===== src/rtl/if_fetch_unit.sv =====
// Instruction fetch stage: keeps a single-cycle-latency instruction memory streaming
// into a 2-entry skid FIFO that feeds decode, with redirect and reset flushing.
module if_fetch_unit #(
    parameter logic [31:0] RESET_PC = 32'h0000_0000
) (
    input  logic        clk,
    input  logic        rst_n,
    output logic        imem_req,
    output logic [31:0] imem_addr,
    input  logic [31:0] imem_rdata,
    input  logic        redirect_valid,
    input  logic [31:0] redirect_pc,
    output logic        if_valid,
    output logic [31:0] if_pc,
    output logic [31:0] if_instr,
    input  logic        id_ready
);

    logic [31:0] fpc;
    logic [31:0] req_pc;
    logic [31:0] head_pc;
    logic [31:0] head_instr;
    logic [31:0] tail_pc;
    logic [31:0] tail_instr;
    logic [1:0]  occ;
    logic        inflight;
    logic        drop;

    logic        pop;
    logic        push;
    logic [1:0]  demand;

    assign if_valid = (occ != 2'd0);
    assign if_pc    = head_pc;
    assign if_instr = head_instr;

    assign pop  = if_valid & id_ready;
    assign push = inflight & ~drop;

    // Slots that will be occupied after this edge if no new request is made;
    // requesting only while this is below 2 guarantees the FIFO cannot overflow.
    assign demand   = occ + {1'b0, inflight} - {1'b0, pop};
    assign imem_req = rst_n & ~redirect_valid & (demand < 2'd2);
    assign imem_addr = {fpc[31:2], 2'b00};

    always_ff @(posedge clk) begin
        if (!rst_n) begin
            fpc      <= {RESET_PC[31:2], 2'b00};
            occ      <= 2'd0;
            inflight <= 1'b0;
            drop     <= 1'b0;
        end else begin
            inflight <= imem_req;
            if (imem_req) begin
                fpc    <= fpc + 32'd4;
                req_pc <= fpc;
            end
            if (inflight && drop) begin
                drop <= 1'b0;
            end

            // A redirect flushes everything; the response arriving now is discarded
            // with the flush, so drop only matters for a request still outstanding.
            if (redirect_valid) begin
                occ  <= 2'd0;
                fpc  <= {redirect_pc[31:2], 2'b00};
                drop <= imem_req;
            end else begin
                case ({push, pop})
                    2'b10: begin
                        if (occ == 2'd0) begin
                            head_pc    <= req_pc;
                            head_instr <= imem_rdata;
                        end else begin
                            tail_pc    <= req_pc;
                            tail_instr <= imem_rdata;
                        end
                        occ <= occ + 2'd1;
                    end
                    2'b01: begin
                        head_pc    <= tail_pc;
                        head_instr <= tail_instr;
                        occ        <= occ - 2'd1;
                    end
                    2'b11: begin
                        if (occ == 2'd1) begin
                            head_pc    <= req_pc;
                            head_instr <= imem_rdata;
                        end else begin
                            head_pc    <= tail_pc;
                            head_instr <= tail_instr;
                            tail_pc    <= req_pc;
                            tail_instr <= imem_rdata;
                        end
                    end
                    default: ;
                endcase
            end
        end
    end

endmodule

===== config.mk =====
export PLATFORM = sky130hd
export DESIGN_NAME = if_fetch_unit
export DESIGN_NICKNAME = d
export VERILOG_FILES = /design/src/rtl/if_fetch_unit.sv
export SDC_FILE = /design/constraint.sdc
export NUM_CORES = 1
export LEC_CHECK = 0
export ABC_CLOCK_PERIOD_IN_PS = 5150
export CAP_MARGIN = 20
export CELL_PAD_IN_SITES_DETAIL_PLACEMENT = 1
export CELL_PAD_IN_SITES_GLOBAL_PLACEMENT = 2
export CORE_MARGIN = 10
export CORE_UTILIZATION = 31
export DETAILED_ROUTE_END_ITERATION = 16
export GPL_TIMING_DRIVEN = 0
export PLACE_DENSITY_LB_ADDON = 0.1
export SETUP_SLACK_MARGIN = 0.15
export SYNTH_ARGS = -nofsm -noshare
export SYNTH_HDL_FRONTEND = slang
export SYNTH_SLANG_ARGS = --single-unit

===== constraint.sdc =====
create_clock -name clk -period 5.15 [get_ports clk]
set_input_delay 1.03 -clock clk [delete_from_list [all_inputs] [get_ports clk]]
set_output_delay 1.03 -clock clk [all_outputs]
set_load 0.1 [all_outputs]

==> report_table.html, run 1 <==
<table>
<tr><th>Metric</th><th>Value</th></tr>
<tr><th colspan="2">Layout</th></tr>
<tr><td>Fraction of the core area covered by cells at the end of the flow</td><td>a little over two fifths</td></tr>
<tr><td>Net count, final</td><td>between 700 and 800</td></tr>
<tr><td>Proportion of layout cells with a drive suffix above 1</td><td>approximately 7.4%</td></tr>
<tr><td>Area delta synth-&gt;final</td><td>37.3%</td></tr>
<tr><td>Filler Cell Count</td><td>2348</td></tr>
<tr><td>Ant diodes</td><td>0</td></tr>
<tr><th colspan="2">Yosys</th></tr>
<tr><td>Number of cells produced by synthesis</td><td>between 400 and 500</td></tr>
<tr><td>Yosys warning count</td><td>0</td></tr>
<tr><td>Fraction of registers with async set/reset</td><td>0%</td></tr>
<tr><td>Synth Flop Type</td><td>sky130_fd_sc_hd__edfxtp_1</td></tr>
<tr><td>Post-synthesis area per instance</td><td>about 15 um2</td></tr>
<tr><td>Netlist cell types</td><td>between 40 and 50</td></tr>
<tr><td>Post-synth EDFFs</td><td>roughly 150</td></tr>
<tr><td>Post-synthesis register bit count</td><td>about 190</td></tr>
<tr><td>Part of the Yosys area used for sequential elements</td><td>between 70% and 80%</td></tr>
<tr><td>Cell area after synthesis</td><td>slightly above 7000 um2</td></tr>
<tr><th colspan="2">Route</th></tr>
<tr><td>Routed vias</td><td>just under 5000</td></tr>
<tr><td>Number of DRC markers after the initial detailed-route iteration</td><td>around 280</td></tr>
<tr><td>Remaining antenna violation count</td><td>0</td></tr>
<tr><td>Post-detailed-route via-to-cell ratio</td><td>approximately 5</td></tr>
<tr><td>Post-DR wirelength/cell</td><td>21.5 um</td></tr>
<tr><td>Aggregate routed wire length</td><td>between 20 and 25 mm</td></tr>
<tr><td>DRC</td><td>0</td></tr>
<tr><td>DRT Pass-1 Iters</td><td>4</td></tr>
<tr><th colspan="2">Worst setup path</th></tr>
<tr><td>R2R Path End</td><td>fpc[31]</td></tr>
<tr><td>Reg2reg start</td><td>occ[1]</td></tr>
<tr><td>Largest fanout on the critical path</td><td>5</td></tr>
<tr><td>Worst reg-to-reg path cell count</td><td>12</td></tr>
<tr><td>Worst reg2reg setup slack</td><td>about 1.8 ns</td></tr>
<tr><td>WP data required</td><td>4.12 ns</td></tr>
<tr><td>Critical path launch point type</td><td>input port</td></tr>
<tr><td>Kind of critical path</td><td>input port to primary output</td></tr>
<tr><td>Arrival time of data at the critical path endpoint</td><td>about 3.5 ns</td></tr>
<tr><td>Setup crit end kind</td><td>primary output</td></tr>
<tr><th colspan="2">Global route</th></tr>
<tr><td>Vias in the first global route</td><td>approximately 5300</td></tr>
<tr><td>Antenna violations before repair</td><td>0</td></tr>
<tr><td>Maximum number of pins on one net before global-route repair</td><td>63</td></tr>
<tr><td>Global-route wire length before repair</td><td>roughly 33 mm</td></tr>
<tr><td>Remaining Overflow, GRT</td><td>0</td></tr>
<tr><td>Tot GR Track Use</td><td>between 10% and 20%</td></tr>
<tr><th colspan="2">Timing</th></tr>
<tr><td>Final WS setup</td><td>0.598 ns</td></tr>
<tr><td>Setup TNS</td><td>0 ns</td></tr>
<tr><td>Hold Violations, Final</td><td>0</td></tr>
<tr><td>Share of the clock period used by the worst path after layout</td><td>roughly 88%</td></tr>
<tr><td>RSZ-0062 raised after global routing</td><td>false</td></tr>
<tr><td>Transition time at the pin with the least slew margin</td><td>~1.0 ns</td></tr>
<tr><td>Number of setup violations in the final report</td><td>0</td></tr>
<tr><td>Worst max-slew margin expressed relative to the limit</td><td>between 30% and 40%</td></tr>
<tr><td>Final count of pins violating max slew</td><td>0</td></tr>
<tr><td>Maximum clock frequency</td><td>around 220 MHz</td></tr>
<tr><td>Post-Route Hold Slack</td><td>roughly 0.46 ns</td></tr>
<tr><td>Clock tree skew after final layout</td><td>0.0109 ns</td></tr>
<tr><td>Final critical path time including I/O delays and setup</td><td>4.55 ns</td></tr>
<tr><th colspan="2">Power and ir drop</th></tr>
<tr><td>Final total power</td><td>about 0.0037 W</td></tr>
<tr><td>Maximum resistive drop on vdd</td><td>roughly 150 uV</td></tr>
<tr><td>P per Cell Area</td><td>about 370 nW/um2</td></tr>
<tr><td>Reported leakage power</td><td>~3.3 nW</td></tr>
<tr><th colspan="2">Placement</th></tr>
<tr><td>Detailed-placement wirelength estimate</td><td>between 15 and 20 mm</td></tr>
<tr><td>RD Place Congestion</td><td>0.785</td></tr>
<tr><td>Worst slack, placed</td><td>0.179 ns</td></tr>
<tr><td>Count of input and output buffers</td><td>159</td></tr>
<tr><th colspan="2">Worst hold path</th></tr>
<tr><td>Number of cells on the worst hold path</td><td>0</td></tr>
<tr><td>Worst hold path startpoint</td><td>req_pc[10]</td></tr>
<tr><td>Worst min-delay path endpoint</td><td>tail_pc[10]</td></tr>
<tr><td>Min-Delay Path Class</td><td>flop to flop</td></tr>
<tr><th colspan="2">Run status</th></tr>
<tr><td>Run status</td><td>finished, final reports clean</td></tr>
<tr><th colspan="2">CTS</th></tr>
<tr><td>Total clock buffers created by CTS</td><td>17</td></tr>
<tr><td>Maximum clock path buffer count</td><td>2</td></tr>
<tr><td>Hold-fix buffers at CTS</td><td>0</td></tr>
<tr><td>Clock transition at the register clock pins on the worst setup and hold paths after CTS</td><td>0.07 ns</td></tr>
<tr><td>Clock tree from TritonCTS</td><td>yes</td></tr>
<tr><td>H-tree depth</td><td>4</td></tr>
<tr><td>Clock root cell</td><td>sky130_fd_sc_hd__clkbuf_16</td></tr>
<tr><td>Number of sinks handled by clock tree synthesis</td><td>about 190</td></tr>
<tr><td>Clk_lat worst skew</td><td>0.43 ns</td></tr>
<tr><th colspan="2">Die</th></tr>
<tr><td>Die height</td><td>173 um</td></tr>
<tr><td>Std-Cell Rows</td><td>55</td></tr>
<tr><td>Chip Width</td><td>around 170 um</td></tr>
<tr><td>Starting Density</td><td>between 30% and 40%</td></tr>
<tr><td>Boundary Pins</td><td>~170</td></tr>
<tr><td>Std-Cell Core Area</td><td>approximately 23000 um2</td></tr>
<tr><td>Floorplan die area</td><td>29900 um2</td></tr>
<tr><th colspan="2">Run</th></tr>
<tr><td>Maximum capacitance violations</td><td>0</td></tr>
</table>
==> worst max-delay path: stages <==
cell,delay [ns]
sky130_fd_sc_hd__clkdlybuf4s50_1,0.40
sky130_fd_sc_hd__nand2_1,0.18
sky130_fd_sc_hd__inv_1,0.13
sky130_fd_sc_hd__ha_1,0.29
sky130_fd_sc_hd__and2b_1,0.20
sky130_fd_sc_hd__xnor2_1,0.18
sky130_fd_sc_hd__nor2_1,0.31
sky130_fd_sc_hd__dlymetal6s2s_1,0.81
==> registers in the layout, summed over array words and instances (netlist names) <==
register and flops:
tail_instr 32, inflight 1, if_instr 32, req_pc 30
tail_pc 30, drop 1, if_pc 30, fpc 30
occ 2
==> final cells by class <==
type,instances,area (um2),share of cell area (%)
Timing Repair Buffer,163,1670,16.7
Clock inverter,14,180,1.81
Sequential cell,188,5310,53.3
Clock buffer,17,425,4.27
Tap cell,313,392,3.93
Inverter,13,48.8,0.490
Buffer,31,134,1.34
Multi-Input combinational cell,253,1810,18.1
==> placed cells by master (no fill, tap or decap), drive strengths merged, types with 5 or more instances in the layout <==
cell	instances
edfxtp	154
o21ai	32
a211oi	5
nand4	9
a22o	62
nor2	9
or3	7
buf	9
o31ai	5
ha	7
inv	20
nor4	8
xnor2	8
clkdlybuf4s50	158
a21oi	11
dfxtp	34
xor2	5
a31oi	14
nand2	18
clkbuf	43
or4	7
nand3	11
==> repair_timing <==
action                     in CTS  in global routing
resized for setup               0                  1
buffers inserted                0                  0
setup endpoints to repair       0                  1
==> synth_stat cells, types with 9 or more instances <==
master	number	area share, %
sky130_fd_sc_hd__nor2_1	9	0.47
sky130_fd_sc_hd__a31oi_1	14	1.2
sky130_fd_sc_hd__nand3_1	11	0.76
sky130_fd_sc_hd__edfxtp_1	154	64
sky130_fd_sc_hd__a22o_1	62	7.5
sky130_fd_sc_hd__a21oi_1	11	0.76
sky130_fd_sc_hd__o21ai_0	32	2.2
sky130_fd_sc_hd__dfxtp_1	34	9.4
sky130_fd_sc_hd__inv_1	13	0.67
sky130_fd_sc_hd__clkbuf_1	24	1.2
sky130_fd_sc_hd__nand2_1	18	0.93
==> where the power goes <==
part	leakage, nW	switching (W)	internal [W]
logic	1.33	0.000395	0.000170
registers	1.70	0.0000541	0.00172
clock network	0.302	0.000604	0.000775
total	3.32	0.00105	0.00267
==> metrics by stage <==
stage	std cells	area (um2)
final	992	9960
after global routing	992	9960
after CTS	991	9950
after detailed placement	960	9340
after global placement	957	9250
after floorplan	485	7270
==> worst max-delay path by stage <==
stage / start / endpoint / slack [ns] / cells past startpoint
after global routing: id_ready / imem_req / 0.45 / 8
final: id_ready / imem_req / 0.60 / 8
after detailed placement: id_ready / imem_req / 0.18 / 8
after CTS: id_ready / imem_req / 0.16 / 8
after floorplan: occ[1] / imem_req / 0.53 / 9
after global placement: id_ready / req_pc[31] / -0.26 / 8
==> layer usage <==
layer	up-vias	wire length [um]	GRT usage [%]
li1	2295	-	-
met5	-	0	0
met3	23	1270	4.75
met1	2476	9670	17.7
met2	146	10000	22.6
met4	0	311	4.35
==> logic make-up (layout without fill, tap and decap cells) <==
group | after synthesis | count (layout) | share of synthesized area, %
buffers and inverters | 44 | 238 | 2.52
AOI/OAI and AO/OA | 143 | 143 | 14.4
adders and majority gates | 7 | 7 | 1.21
other | 1 | 4 | 0.0517
DFF | 188 | 188 | 73.1
and+or+nand+nor | 86 | 86 | 7.00
xor gates and xnor gates | 13 | 13 | 1.67
Note: power is estimated with default switching activity, not from simulation.
==> run 2: changes to the inputs <==
--- a/config.mk
+++ b/config.mk
@@ -5,14 +5,15 @@
 export SDC_FILE = /design/constraint.sdc
 export NUM_CORES = 1
 export LEC_CHECK = 0
-export ABC_CLOCK_PERIOD_IN_PS = 5150
+export ABC_CLOCK_PERIOD_IN_PS = 5550
 export CAP_MARGIN = 20
 export CELL_PAD_IN_SITES_DETAIL_PLACEMENT = 1
 export CELL_PAD_IN_SITES_GLOBAL_PLACEMENT = 2
 export CORE_MARGIN = 10
-export CORE_UTILIZATION = 31
+export CORE_UTILIZATION = 37
 export DETAILED_ROUTE_END_ITERATION = 16
 export GPL_TIMING_DRIVEN = 0
+export HOLD_SLACK_MARGIN = 0.06
 export PLACE_DENSITY_LB_ADDON = 0.1
 export SETUP_SLACK_MARGIN = 0.15
 export SYNTH_ARGS = -nofsm -noshare
==> constraint.sdc (replaced) <==
create_clock -name clk -period 5.55 [get_ports clk]
set_input_delay 1.11 -clock clk [delete_from_list [all_inputs] [get_ports clk]]
set_output_delay 1.11 -clock clk [all_outputs]
set_load 0.1 [all_outputs]
==> run 2 against run 1 <==
Register-to-register slack better by 0.46 ns. Non-clock buffer count fell by 1. Setup slack lost 0.17 ns. Die area shrank 14%. Critical path depth unchanged. Utilization is 7.2 points higher. Via count shrank 0.75%. Flip-flop and latch count stayed put. Clock power shrank 14%. Critical path type unchanged. Highest routed layer unchanged.
==> report_table.html, run 2 (synthesis gave the netlist of run 1 again) <==
<table>
<tr><th>Metric</th><th>Value</th></tr>
<tr><th colspan="2">Timing</th></tr>
<tr><td>Final critical path time including I/O delays and setup</td><td>slightly above 5 ns</td></tr>
<tr><td>Transition time at the pin with the least slew margin</td><td>roughly 1.0 ns</td></tr>
<tr><td>Share of the clock period used by the worst path after layout</td><td>between 90% and 100%</td></tr>
<tr><td>Setup TNS</td><td>0 ns</td></tr>
<tr><td>Final count of pins violating max slew</td><td>0</td></tr>
<tr><td>Maximum clock frequency</td><td>~200 MHz</td></tr>
<tr><td>Clock tree skew after final layout</td><td>0.0125 ns</td></tr>
<tr><td>RSZ-0062 raised after global routing</td><td>false</td></tr>
<tr><td>Hold Violations, Final</td><td>0</td></tr>
<tr><td>Number of setup violations in the final report</td><td>0</td></tr>
<tr><td>Post-Route Hold Slack</td><td>0.450 ns</td></tr>
<tr><td>Worst max-slew margin expressed relative to the limit</td><td>30.2%</td></tr>
<tr><td>Final WS setup</td><td>between 0.4 and 0.5 ns</td></tr>
<tr><th colspan="2">Power and ir drop</th></tr>
<tr><td>Maximum resistive drop on vdd</td><td>207 uV</td></tr>
<tr><td>Part of the power in combinational logic</td><td>between 15 and 20%</td></tr>
<tr><td>Cell internal power dissipation</td><td>around 0.0024 W</td></tr>
<tr><td>Sequential share of power</td><td>between 40% and 50%</td></tr>
<tr><td>Reported leakage power</td><td>roughly 3.3 nW</td></tr>
<tr><td>Sw Share</td><td>between 20% and 30%</td></tr>
<tr><td>Switching power total</td><td>slightly below 0.001 W</td></tr>
<tr><td>Clock Power Share</td><td>roughly a third</td></tr>
<tr><td>P per Cell Area</td><td>roughly 340 nW/um2</td></tr>
<tr><th colspan="2">Route</th></tr>
<tr><td>Post-detailed-route via-to-cell ratio</td><td>approximately 5.2</td></tr>
<tr><td>DRC</td><td>0</td></tr>
<tr><td>Remaining antenna violation count</td><td>0</td></tr>
<tr><td>DRT Pass-1 Iters</td><td>4</td></tr>
<tr><td>Post-DR wirelength/cell</td><td>roughly 22 um</td></tr>
<tr><td>Routed vias</td><td>slightly below 5000</td></tr>
<tr><td>Aggregate routed wire length</td><td>approximately 20 mm</td></tr>
<tr><td>Number of DRC markers after the initial detailed-route iteration</td><td>272</td></tr>
<tr><th colspan="2">Layout</th></tr>
<tr><td>Net count, final</td><td>741</td></tr>
<tr><td>Fraction of the core area covered by cells at the end of the flow</td><td>50.7%</td></tr>
<tr><td>Proportion of layout cells with a drive suffix above 1</td><td>around 7%</td></tr>
<tr><td>Highest-count cells in the layout ignoring fill and taps</td><td>sky130_fd_sc_hd__clkdlybuf4s50_1 (159), sky130_fd_sc_hd__edfxtp_1 (154), sky130_fd_sc_hd__a22o_1 (62)</td></tr>
<tr><td>Area delta synth-&gt;final</td><td>35.7%</td></tr>
<tr><td>Most common cell after layout, fill and taps aside</td><td>sky130_fd_sc_hd__clkdlybuf4s50_1</td></tr>
<tr><th colspan="2">Placement</th></tr>
<tr><td>Detailed-placement wirelength estimate</td><td>~15 mm</td></tr>
<tr><td>Count of input and output buffers</td><td>roughly 160</td></tr>
<tr><td>Worst slack, placed</td><td>roughly 0.44 ns</td></tr>
<tr><td>RD Place Congestion</td><td>0.793</td></tr>
<tr><th colspan="2">Worst hold path</th></tr>
<tr><td>Min-Delay Path Class</td><td>flop to flop</td></tr>
<tr><td>Worst hold path startpoint</td><td>req_pc[16]</td></tr>
<tr><th colspan="2">Worst setup path</th></tr>
<tr><td>Library cell contributing the largest single delay on the critical path</td><td>sky130_fd_sc_hd__clkdlybuf4s50_1</td></tr>
<tr><td>Arrival time of data at the critical path endpoint</td><td>approximately 4.0 ns</td></tr>
<tr><td>CP cell instances</td><td>clkdlybuf4s50_1 &gt; nand2_1 &gt; inv_1 &gt; ha_1 &gt; and2b_1 &gt; xnor2_1 &gt; nor2_1 &gt; clkdlybuf4s50_1</td></tr>
<tr><td>Largest fanout on the critical path</td><td>5</td></tr>
<tr><td>Peak per-stage delay on the critical path</td><td>between 1 and 1.5 ns</td></tr>
<tr><td>Kind of critical path</td><td>input port to primary output</td></tr>
<tr><td>Reg2reg start</td><td>occ[1]</td></tr>
<tr><td>Cell occurring most often along the worst timing path</td><td>sky130_fd_sc_hd__clkdlybuf4s50_1</td></tr>
<tr><td>WP data required</td><td>roughly 4.4 ns</td></tr>
<tr><td>Setup crit end kind</td><td>primary output</td></tr>
<tr><td>Launch point of the critical path</td><td>id_ready</td></tr>
<tr><td>Critical path launch point type</td><td>input port</td></tr>
<tr><th colspan="2">Global route</th></tr>
<tr><td>Vias in the first global route</td><td>5260</td></tr>
<tr><td>Remaining Overflow, GRT</td><td>0</td></tr>
<tr><td>Global-route wire length before repair</td><td>approximately 32 mm</td></tr>
<tr><td>Antenna violations before repair</td><td>1</td></tr>
<tr><td>Tot GR Track Use</td><td>15.9%</td></tr>
<tr><td>Maximum number of pins on one net before global-route repair</td><td>between 60 and 70</td></tr>
<tr><th colspan="2">Die</th></tr>
<tr><td>Chip Width</td><td>~160 um</td></tr>
<tr><td>Boundary Pins</td><td>166</td></tr>
<tr><td>Starting Density</td><td>a little under two fifths</td></tr>
<tr><td>Std-Cell Core Area</td><td>between 15000 and 20000 um2</td></tr>
<tr><td>Floorplan die area</td><td>approximately 26000 um2</td></tr>
<tr><td>Std-Cell Rows</td><td>between 50 and 60</td></tr>
<tr><td>Die height</td><td>160 um</td></tr>
<tr><th colspan="2">CTS</th></tr>
<tr><td>Clock transition at the register clock pins on the worst setup and hold paths after CTS</td><td>around 0.07 ns</td></tr>
<tr><td>Clock tree from TritonCTS</td><td>yes</td></tr>
<tr><td>Clk_lat worst skew</td><td>between 0.4 and 0.5 ns</td></tr>
<tr><td>Number of setup buffers added after CTS</td><td>0</td></tr>
<tr><td>Clock root cell</td><td>sky130_fd_sc_hd__clkbuf_16</td></tr>
<tr><td>Maximum clock path buffer count</td><td>2</td></tr>
<tr><td>H-tree depth</td><td>4</td></tr>
<tr><td>Number of gates given a new drive strength after cts</td><td>0</td></tr>
<tr><td>Number of sinks handled by clock tree synthesis</td><td>between 150 and 200</td></tr>
<tr><td>Total clock buffers created by CTS</td><td>17</td></tr>
<tr><td>Hold-fix buffers at CTS</td><td>0</td></tr>
<tr><th colspan="2">Run</th></tr>
<tr><td>Maximum capacitance violations</td><td>0</td></tr>
<tr><th colspan="2">Run status</th></tr>
<tr><td>Run status</td><td>finished, final reports clean</td></tr>
</table>
run 2: area by class of cell:
type                       instances  area, um2
inverter                          13       48.8
buffer                            31        134
multi-input combinational        253       1810
sequential                       188       5310
tap                              265        332
clock buffer                      20        437
timing repair buffer             162       1640
fill                            1993       9560
antenna                            1       2.50
clock inverter                    12        134
run 2: stage by stage:
step | total power [W] | instance area [um2] | cells
CTS | 0.00339 | 9830 | 943
global placement | 0.00219 | 9190 | 909
global route | 0.00347 | 9840 | 945
detailed placement | 0.00220 | 9260 | 911
floorplan | 0.00202 | 7270 | 485
finish | 0.00335 | 9840 | 945
run 2: path summary, 6_finish.rpt:
| check | cells past startpoint | to | slack (ns) |
|---|---|---|---|
| hold / removal | 0 | tail_pc[16] | 0.45 |
| setup / recovery | 8 | imem_req | 0.43 |
| setup reg to reg | 12 | fpc[31] | 2.28 |
| hold reg to reg | 0 | tail_pc[16] | 0.45 |
run 2: layer usage:
layer	vias up	track usage, %	wire (um)
li1	2294	-	-
met2	138	25.7	9950
met1	2446	20.2	9010
met4	0	5.26	316
met3	25	4.58	1160
met5	-	0	0
run 2: power by group through the flow:
stage / registers (W) / clock network, W / logic (W)
2_1_floorplan: 0.00188 / 0 / 0.000144
6_report: 0.00165 / 0.00118 / 0.000520
4_1_cts: 0.00165 / 0.00121 / 0.000525
5_1_grt: 0.00166 / 0.00127 / 0.000549
3_5_place_dp: 0.00168 / 0 / 0.000524
3_3_place_gp: 0.00168 / 0 / 0.000507
run 2: worst max-delay path, delay by kind of cell:
family,cells,cell delay (ns)
buf+inv,3,1.73
xor+xnor,1,0.18
simple gates,3,0.70
fa+ha+maj,1,0.28
